--- config.mk ---
export PLATFORM = sky130hd
export DESIGN_NAME = decoder_scan
export DESIGN_NICKNAME = d
export VERILOG_FILES = /design/src/rtl/decoder_pkg.sv /design/src/rtl/decoder_scan_dwell_timer.sv /design/src/rtl/decoder_scan.sv
export SDC_FILE = /design/constraint.sdc
export NUM_CORES = 1
export LEC_CHECK = 0
export CORE_MARGIN = 2
export CORE_UTILIZATION = 30
export DETAILED_ROUTE_END_ITERATION = 7
export GPL_TIMING_DRIVEN = 0
export SLEW_MARGIN = 25
export SYNTH_ARGS = -nofsm -noshare
export SYNTH_HDL_FRONTEND = slang
export SYNTH_SLANG_ARGS = --single-unit
--- constraint.sdc ---
create_clock -name clk -period 6.82 [get_ports clk]
set_input_delay 2.046 -clock clk [delete_from_list [all_inputs] [get_ports clk]]
set_output_delay 2.046 -clock clk [all_outputs]
set_load 0.01 [all_outputs]
--- src/rtl/decoder_pkg.sv ---
// Shared state encoding and constants for the registered/scanned decoder.
package decoder_pkg;

    typedef enum logic [1:0] {
        STATE_IDLE   = 2'd0,
        STATE_DIRECT = 2'd1,
        STATE_SCAN   = 2'd2
    } state_t;

    // Smallest number of cycles a line is held in scan mode.
    localparam int unsigned DWELL_MIN = 1;

endpackage

--- src/rtl/decoder_scan_dwell_timer.sv ---
// Down-counter that measures how long the current scan line is held.
// A load of 0 is treated as DWELL_MIN so each line lasts at least one cycle.
module dwell_timer
    import decoder_pkg::*;
#(
    parameter int unsigned DWELL_W = 8
) (
    input  logic               clk,
    input  logic               reset,
    input  logic               clear,
    input  logic               load,
    input  logic [DWELL_W-1:0] load_val,
    output logic               expire
);

    logic [DWELL_W-1:0] r_count;
    logic [DWELL_W-1:0] w_reload;

    // Clamp the requested dwell to the minimum hold time.
    always_comb begin
        w_reload = load_val;
        if (load_val < DWELL_W'(DWELL_MIN)) begin
            w_reload = DWELL_W'(DWELL_MIN);
        end
    end

    // Count down to zero and stop there; load restarts the hold period.
    always_ff @(posedge clk or posedge reset) begin
        if (reset) begin
            r_count <= '0;
        end else if (clear) begin
            r_count <= '0;
        end else if (load) begin
            r_count <= w_reload - DWELL_W'(1);
        end else if (r_count != '0) begin
            r_count <= r_count - DWELL_W'(1);
        end
    end

    assign expire = (r_count == '0);

endmodule

--- src/rtl/decoder_scan.sv ---
// Registered N-to-2^N one-hot decoder with direct and scan modes.
// Scan mode walks the active line through all outputs, holding each for
// max(dwell,1) cycles. All outputs come straight from registers.
module decoder_scan
    import decoder_pkg::*;
#(
    parameter  int unsigned IN      = 3,
    parameter  int unsigned DWELL_W = 8,
    localparam int unsigned OUT     = 1 << IN
) (
    input  logic               clk,
    input  logic               reset,
    input  logic               enable,
    input  logic               mode,
    input  logic [IN-1:0]      in,
    input  logic [DWELL_W-1:0] dwell,
    output logic [OUT-1:0]     out,
    output logic [IN-1:0]      active_idx,
    output logic               wrap,
    output logic               busy
);

    state_t r_state;
    state_t w_next_state;

    logic [OUT-1:0] r_out;
    logic [IN-1:0]  r_idx;
    logic           r_wrap;
    logic           r_busy;

    logic [OUT-1:0] w_out_next;
    logic [IN-1:0]  w_idx_next;
    logic           w_wrap_next;
    logic           w_busy_next;

    logic [IN-1:0]  w_idx_step;
    logic           w_expire;
    logic           w_timer_load;
    logic           w_timer_clear;

    assign w_idx_step = r_idx + IN'(1);

    dwell_timer #(
        .DWELL_W (DWELL_W)
    ) u_dwell_timer (
        .clk      (clk),
        .reset    (reset),
        .clear    (w_timer_clear),
        .load     (w_timer_load),
        .load_val (dwell),
        .expire   (w_expire)
    );

    // Mode selection every cycle; enable dominates mode.
    always_comb begin
        w_next_state = STATE_IDLE;
        if (enable) begin
            w_next_state = mode ? STATE_SCAN : STATE_DIRECT;
        end
    end

    // State register.
    always_ff @(posedge clk or posedge reset) begin
        if (reset) begin
            r_state <= STATE_IDLE;
        end else begin
            r_state <= w_next_state;
        end
    end

    // Next output values, keyed on the state being entered so outputs
    // reflect the new state one cycle after the inputs that select it.
    always_comb begin
        w_out_next    = r_out;
        w_idx_next    = r_idx;
        w_wrap_next   = 1'b0;
        w_busy_next   = 1'b0;
        w_timer_load  = 1'b0;
        w_timer_clear = 1'b1;
        case (w_next_state)
            STATE_IDLE: begin
                w_out_next = '0;
            end
            STATE_DIRECT: begin
                w_idx_next = in;
                w_out_next = OUT'(1) << in;
            end
            STATE_SCAN: begin
                w_busy_next   = 1'b1;
                w_timer_clear = 1'b0;
                if (r_state != STATE_SCAN) begin
                    w_idx_next   = in;
                    w_out_next   = OUT'(1) << in;
                    w_timer_load = 1'b1;
                end else if (w_expire) begin
                    w_idx_next   = w_idx_step;
                    w_out_next   = OUT'(1) << w_idx_step;
                    w_timer_load = 1'b1;
                    w_wrap_next  = (r_idx == '1);
                end
            end
            default: begin
                w_out_next = '0;
            end
        endcase
    end

    // Output registers.
    always_ff @(posedge clk or posedge reset) begin
        if (reset) begin
            r_out  <= '0;
            r_idx  <= '0;
            r_wrap <= 1'b0;
            r_busy <= 1'b0;
        end else begin
            r_out  <= w_out_next;
            r_idx  <= w_idx_next;
            r_wrap <= w_wrap_next;
            r_busy <= w_busy_next;
        end
    end

    assign out        = r_out;
    assign active_idx = r_idx;
    assign wrap       = r_wrap;
    assign busy       = r_busy;

endmodule

# Word-level counts from Yosys, hierarchy flattened

Cells that the tools add are included.

Register bits: 23
Output and inout bits: 13
Word-level logic and storage cells: 41

Add/subtract/negate cells: 3
Order comparisons: 1
Equality and inequality tests: 6
Shift operators: 2
Multiplexer cells: 19
Reduce and logical (&&, ||, !) cells: 4

Operator list:

| operator                                              | number |
|---|---|
| two-way mux 8 bit                                     | 6 |
| one-hot mux 8 bit (2 select lines)                    | 1 |
| << shifter 1 x 3 -> 8 bit, first input constant       | 2 |
| subtractor 8 x 1 -> 8 bit, second input constant      | 2 |
| logical NOT 8 bit                                     | 1 |
| < comparator 8 x 1 -> 1 bit, second input constant    | 1 |
| nonzero test 8 bit                                    | 1 |
| two-way mux 1 bit                                     | 7 |
| two-way mux 3 bit                                     | 2 |
| one-hot mux 3 bit (2 select lines)                    | 1 |
| two-way mux 2 bit                                     | 2 |
| adder 3 x 1 -> 3 bit, second input constant           | 1 |
| equality test 3 bit, second input constant            | 1 |
| inequality test 3 x 1 -> 1 bit, second input constant | 1 |
| inequality test 3 x 2 -> 1 bit, second input constant | 1 |
| equality test 2 x 1 -> 1 bit, second input constant   | 1 |
| equality test 2 bit, second input constant            | 1 |
| inequality test 2 bit, second input constant          | 1 |
| AND reduction 2 bit                                   | 1 |
| nonzero test 2 bit                                    | 1 |

# Depth between registers and ports, before layout

Gate-level depths: netlist of the first run.

Word-level depth: 6
Mapped depth: 10
Gate-level depth less buffers: 9

# Hierarchy

Synthesis of the first run repeated with hierarchy kept, for this count alone.

Cell total of the unflattened synthesis: 146
Area, all modules: 1,383.8 um^2

Modules (own cells, without submodules):

| module       | times used | cells an instance | area each (um^2) |
|---|---|---|---|
| decoder_scan | 1          | 86                | 809.5 |
| dwell_timer  | 1          | 60                | 574.3 |

# Worst setup path before layout of the first run

OpenSTA, ideal clock, no wires.

Path type: in2reg
Start point: in mode
End point: reg u_dwell_timer.r_count[6]
Library setup time: 130 ps
Arrival: 3,560 ps
Data required time: 6,690 ps
Slack: 3,130 ps
Stages: 9
Path buffers: 1
Cells stage by stage: nand2_1 -> buf_6 -> nor2_4 -> mux2i_1 -> ha_1 -> nor3b_1 -> a21boi_0 -> a211oi_1 -> a211oi_1

Cells in the longest elaborated chain, start to end: 6
Elaborated cells between the ends (all ways): 7
Those cells by class: eq/ne: 2; mux: 5

RTL lines:

| item                    | RTL line                       | text |
|---|---|---|
| start, declared         | decoder_scan.sv:14             | `input logic mode,` |
| two-way mux 2 bit (*)   | decoder_scan.sv:58             | `w_next_state = mode ? STATE_SCAN : STATE_DIRECT;` |
| two-way mux 2 bit (*)   | decoder_scan.sv:57             | `if (enable) begin` |
| equality test 2 bit (*) | decoder_scan.sv:80             | `case (w_next_state)` |
| two-way mux 1 bit       | decoder_scan.sv:80             |  |
| two-way mux 8 bit       | decoder_scan_dwell_timer.sv:33 | `end else if (load) begin` |
| two-way mux 8 bit       | decoder_scan_dwell_timer.sv:31 | `end else if (clear) begin` |
| end signal, assigned    | decoder_scan_dwell_timer.sv:34 | `r_count <= w_reload - DWELL_W'(1);` |
| end signal, assigned    | decoder_scan_dwell_timer.sv:36 | `r_count <= r_count - DWELL_W'(1);` |
| end, declared           | decoder_scan_dwell_timer.sv:16 | `logic [DWELL_W-1:0] r_count;` |

Mark *: on every way between the ends. The rest lies on a longest branch, timed or not.
A chain may end at the register's enable or synchronous reset.

# Final worst setup path of the first run

Start point: in enable
End point: reg u_dwell_timer.r_count[6]

Cells in the longest elaborated chain, start to end: 5
Elaborated cells between the ends (all ways): 6
Those cells by class: eq/ne: 2; mux: 4

RTL lines:

| item                    | RTL line                       | text |
|---|---|---|
| start, declared         | decoder_scan.sv:13             | `input logic enable,` |
| two-way mux 2 bit (*)   | decoder_scan.sv:57             |  |
| equality test 2 bit (*) | decoder_scan.sv:80             |  |
| two-way mux 1 bit       | decoder_scan.sv:80             |  |
| two-way mux 8 bit       | decoder_scan_dwell_timer.sv:33 |  |
| two-way mux 8 bit       | decoder_scan_dwell_timer.sv:31 |  |

Marked as above.

==> results by stage, run 1 <==
Yosys:
- The synthesized design contains 0 enable-type register cells.
- In the synthesized netlist the dominant register cell turns out to be sky130_fd_sc_hd__dfrtp_1.
- Yosys printed 0 warnings.
- After synthesis, the cell types taking the most area are sky130_fd_sc_hd__dfrtp_1 (40%), sky130_fd_sc_hd__ha_1 (6.0%), sky130_fd_sc_hd__mux2_2 (3.9%).
- Summed over its instances, the top area cell type makes up approximately two fifths of the synthesized netlist area.
- The cell area after technology mapping is 0.00146 mm².
- The mean instance size in the synthesized netlist is approximately 11 µm².
- The number of instances in the synthesized netlist is about 130.
- The register bit count reported by yosys is 23.
- Of all cell types, the one taking the most synthesized area is sky130_fd_sc_hd__dfrtp_1.
- The number of different library cells in the post-synthesis netlist is 45.
- Counting instances in the post-synthesis netlist gives the leading cell types as sky130_fd_sc_hd__dfrtp_1 (23), sky130_fd_sc_hd__nor2_1 (10), sky130_fd_sc_hd__nand2_1 (8).
- The most frequent cell after synthesis is sky130_fd_sc_hd__dfrtp_1.
- The async set-reset flop share out of synthesis is 100%.
- The net count of the mapped netlist is 154.
- After synthesis, flip-flops and latches occupy 39.6% of the total area.

Clocking:
- Counting the buffers created by CTS gives 3.
- The clock-pin slew on the worst setup and hold paths is 80 ps.
- The clock sink count is 23.
- The clock latency reported for the late side of the worst-skew pair is around 260 ps.
- The number of gates resized after CTS is 0.
- The maximum root-to-sink buffer count is 2.
- The buffer cell driving the clock tree root is sky130_fd_sc_hd__clkbuf_8.
- In this run the number of H-tree levels came out at 1.
- In this run the post-CTS setup repair buffer count came out at 0.
- The count of hold-fix buffers inserted at cts is 0.
- TritonCTS built the clock tree.

Worst setup path:
- The category of the worst setup path capture point is a register.
- STA puts the critical path data required time at between 6000 and 7000 ps.
- Along the worst path, the maximum fanout reaches 10.
- The worst register-to-register path ends at u_dwell_timer.r_count[6]$_DFFE_PP0P_.
- In this run the register-to-register setup slack is 3860 ps.
- The endpoint arrival time on the critical path is 4640 ps.
- Measured in cells, the most critical reg-to-reg path has a length of 10.
- STA classifies the critical path startpoint as an input port.
- The source of the worst register-to-register timing path is u_dwell_timer.r_count[1]$_DFFE_PP0P_.
- By startpoint and endpoint, the worst setup path is classified as input port to register.

Final layout:
- The number of fill cells is approximately 460.
- Across the whole layout, storage elements account for 576 µm².
- The net count of the finished layout is between 150 and 200.
- The utilization after layout is about two fifths.
- The signed area change from the synthesized netlist to the final layout is 26.3%.
- In the final layout, the multi-input gates occupy slightly above 800 µm².
- The number of antenna diodes in the final layout is 0.
- The post-route netlist has between 10% and 20% of its cells at a drive strength greater than 1.
- The final non-filler cell area is 0.00184 mm².

Timing:
- Setup repair after global routing left no endpoint under its margin.
- Headroom to the max-slew limit came out at 42.7%.
- The final clock period utilization by the worst path is around two thirds.
- The count of pins over their slew limit is 0.
- Based on the critical path, the design can be clocked at up to around 0.22 GHz.
- The final setup skew is 4.36 ps.
- The final critical path time including I/O delays and setup is 4500 ps.
- For the final routed database, the setup TNS stands at 0 ps.
- Setup violations remaining at the end of the flow were counted as 0.
- The number of failing hold endpoints at the final stage came to 0.
- The transition time at the pin with the least slew margin is ~860 ps.

Global route:
- The residual overflow from global routing is 0.
- The aggregate global-route resource usage is between 10% and 20%.
- The maximum number of pins on one net before global-route repair is 24.
- The wire length of the first global-routing pass is 5.20 mm.
- The number of antenna violations at the first check in global routing is 0.
- The number of global-route vias before repair was roughly 1200.

Floorplanning:
- The die covers about 0.0054 mm².
- In this run the core area contains 25 standard-cell rows.
- The width of the chip is 73.6 µm.
- The placeable core area is approximately 0.0047 mm².
- The effective utilization at floorplan is a little under a third.
- Pin placement for this block handled 28 I/O pins.
- Measured along the y axis, the die boundary spans approximately 74 µm.

Drt:
- After the first detailed-routing iteration, the DRC count stood at 85.
- In the routed layout, each cell is associated on average with a via count of between 5 and 6.
- In the routed design, unresolved DRC markers number 0.
- Wires add up to 3.04 mm.
- Across all layers, the routed design uses 1133 vias.
- After detailed routing, the average wire length per cell comes to 14.0 µm.
- The pre-antenna-repair detailed-routing pass consisted of 4 iterations.
- In this run the remaining antenna-violating nets after routing total 0.

Placed design:
- Port buffering added 27 buffers.
- The placed instance area is between 0.0015 and 0.002 mm².
- Routability-driven placement finished with a final weighted congestion of approximately 0.74.
- The HPWL after detailed placement is approximately 2.5 mm.

Status:
- The run finished with clean final reports.

Worst hold path:
- The class of the tightest hold or removal check is register to register.
- The worst hold path terminates at out[2]$_DFFE_PP0N_.
- Counting instances, the worst hold path has a depth of 1.
- The startpoint identified for the worst hold timing path is out[2]$_DFFE_PP0N_.

Power and ir drop:
- The overall power of the completed layout is approximately 0.32 mW.
- The maximum ir drop on the vdd rail is 0.0688 mV.
- The power per cell area is 177 mW/mm².
- The total leakage power is 0.799 nW.

Job:
- The number of max-cap violations is 0.
-- metrics by stage --
stage	cells	hold WS (ps)	setup slack [ps]
floorplan	132	535	3130
global placement	213	488	2140
detailed placement	213	495	2040
CTS	217	513	2300
global route	217	532	2120
finish	217	508	2320
-- how the worst max path moves through the flow --
stage | startpoint | end | slack (ps) | cells after the start
finish | enable | u_dwell_timer.r_count[6]$_DFFE_PP0P_ | 2320 | 10
global route | enable | u_dwell_timer.r_count[6]$_DFFE_PP0P_ | 2120 | 10
CTS | enable | u_dwell_timer.r_count[6]$_DFFE_PP0P_ | 2300 | 10
detailed placement | enable | u_dwell_timer.r_count[6]$_DFFE_PP0P_ | 2040 | 10
global placement | enable | u_dwell_timer.r_count[6]$_DFFE_PP0P_ | 2140 | 10
floorplan | mode | u_dwell_timer.r_count[6]$_DFFE_PP0P_ | 3130 | 9
-- worst max-delay path, stage by stage --
cell                              delay [ps]
sky130_fd_sc_hd__clkdlybuf4s50_1         620
sky130_fd_sc_hd__nand2_1                 210
sky130_fd_sc_hd__buf_6                   200
sky130_fd_sc_hd__nor2_4                  170
sky130_fd_sc_hd__mux2i_1                 230
sky130_fd_sc_hd__ha_1                    220
sky130_fd_sc_hd__nor3b_1                 380
sky130_fd_sc_hd__a21boi_0                170
sky130_fd_sc_hd__a211oi_1                280
sky130_fd_sc_hd__a211oi_1                 90
-- metal layers --
layer	up-vias	global-route usage, %	share of wire, %
li1	559	-	-
met1	546	14.2	44
met2	28	23.1	52
met3	0	2.19	4.3
met4	0	2.42	0
met5	-	0	0
-- layout make-up --
class	count	area share, %
timing repair buffer	27	14.7
buffer	2	1.23
clock buffer	4	2.45
multi-input combinational	99	45.0
sequential	23	31.3
tap	54	3.68
inverter	8	1.63
-- layout by cell type, fill, tap and decap left out, types with 2 or more instances in the layout --
cell	synthesis	routed
sky130_fd_sc_hd__nand3_1	2	2
sky130_fd_sc_hd__o221a_2	2	2
sky130_fd_sc_hd__ha_1	7	7
sky130_fd_sc_hd__a22o_1	2	2
sky130_fd_sc_hd__a211oi_1	5	5
sky130_fd_sc_hd__nand3b_1	2	2
sky130_fd_sc_hd__nand2b_1	3	3
sky130_fd_sc_hd__buf_6	2	2
sky130_fd_sc_hd__o2bb2ai_1	2	2
sky130_fd_sc_hd__dfrtp_1	23	23
sky130_fd_sc_hd__and3_1	3	3
sky130_fd_sc_hd__clkdlybuf4s50_1	0	27
sky130_fd_sc_hd__nor2_4	2	2
sky130_fd_sc_hd__mux2_4	3	3
sky130_fd_sc_hd__clkbuf_8	0	3
sky130_fd_sc_hd__mux2i_1	3	3
sky130_fd_sc_hd__mux2_2	5	5
sky130_fd_sc_hd__xnor2_1	3	3
sky130_fd_sc_hd__xor2_1	2	2
sky130_fd_sc_hd__nor2_1	10	10
sky130_fd_sc_hd__inv_1	7	7
sky130_fd_sc_hd__a32o_1	4	4
sky130_fd_sc_hd__nor3b_1	3	3
sky130_fd_sc_hd__nand2_1	8	8
sky130_fd_sc_hd__or4_4	2	2
sky130_fd_sc_hd__nor3_1	2	2
sky130_fd_sc_hd__a21oi_1	5	5
-- cell families after synthesis --
group	share of synthesized area (%)
adder cells (fa/ha/maj)	6.02
buffers and inverters	3.61
AO/OA/AOI/OAI	20.6
multiplexers	9.03
XOR/XNOR	3.01
flip-flops	39.6
AND/OR/NAND/NOR	18.1
-- power breakdown --
part	switching [mW]	total, mW	internal (mW)
Combinational	0.0454	0.0898	0.0444
Clock	0.0410	0.0825	0.0416
Sequential	0.00813	0.153	0.144
-- sequential cells by signal (all words and copies together) (netlist names) --
| register | count |
|---|---|
| u_dwell_timer.r_count | 8 |
| r_state | 2 |
| active_idx | 3 |
| busy | 1 |
| out | 8 |
| wrap | 1 |
(Power assumes the default switching activity.)
==> inputs of run 2 (changes only) <==
Clock period 6.82 ns to 4.2 ns, I/O delays scaled along.
==> results of run 2 <==
Same layout as run 1 (identical final DEF). Status: finished, final reports clean.
Among the figures that moved: setup slack after placement 2040 ps -> 203 ps; setup slack after layout 2320 ps -> 487 ps; register-to-register setup slack 3860 ps -> 1240 ps; total power 0.325 mW -> 0.527 mW; worst IR drop on VDD 0.0688 mV -> 0.112 mV
==> inputs of run 3 (changes only) <==
Settings changed: HOLD_SLACK_MARGIN set to 0.15.
==> results of run 3 <==
Same layout as run 1 (identical final DEF). Status: finished, final reports clean.
Among the figures that moved: setup slack after placement 2040 ps -> 203 ps; setup slack after layout 2320 ps -> 487 ps; register-to-register setup slack 3860 ps -> 1240 ps; total power 0.325 mW -> 0.527 mW; worst IR drop on VDD 0.0688 mV -> 0.112 mV
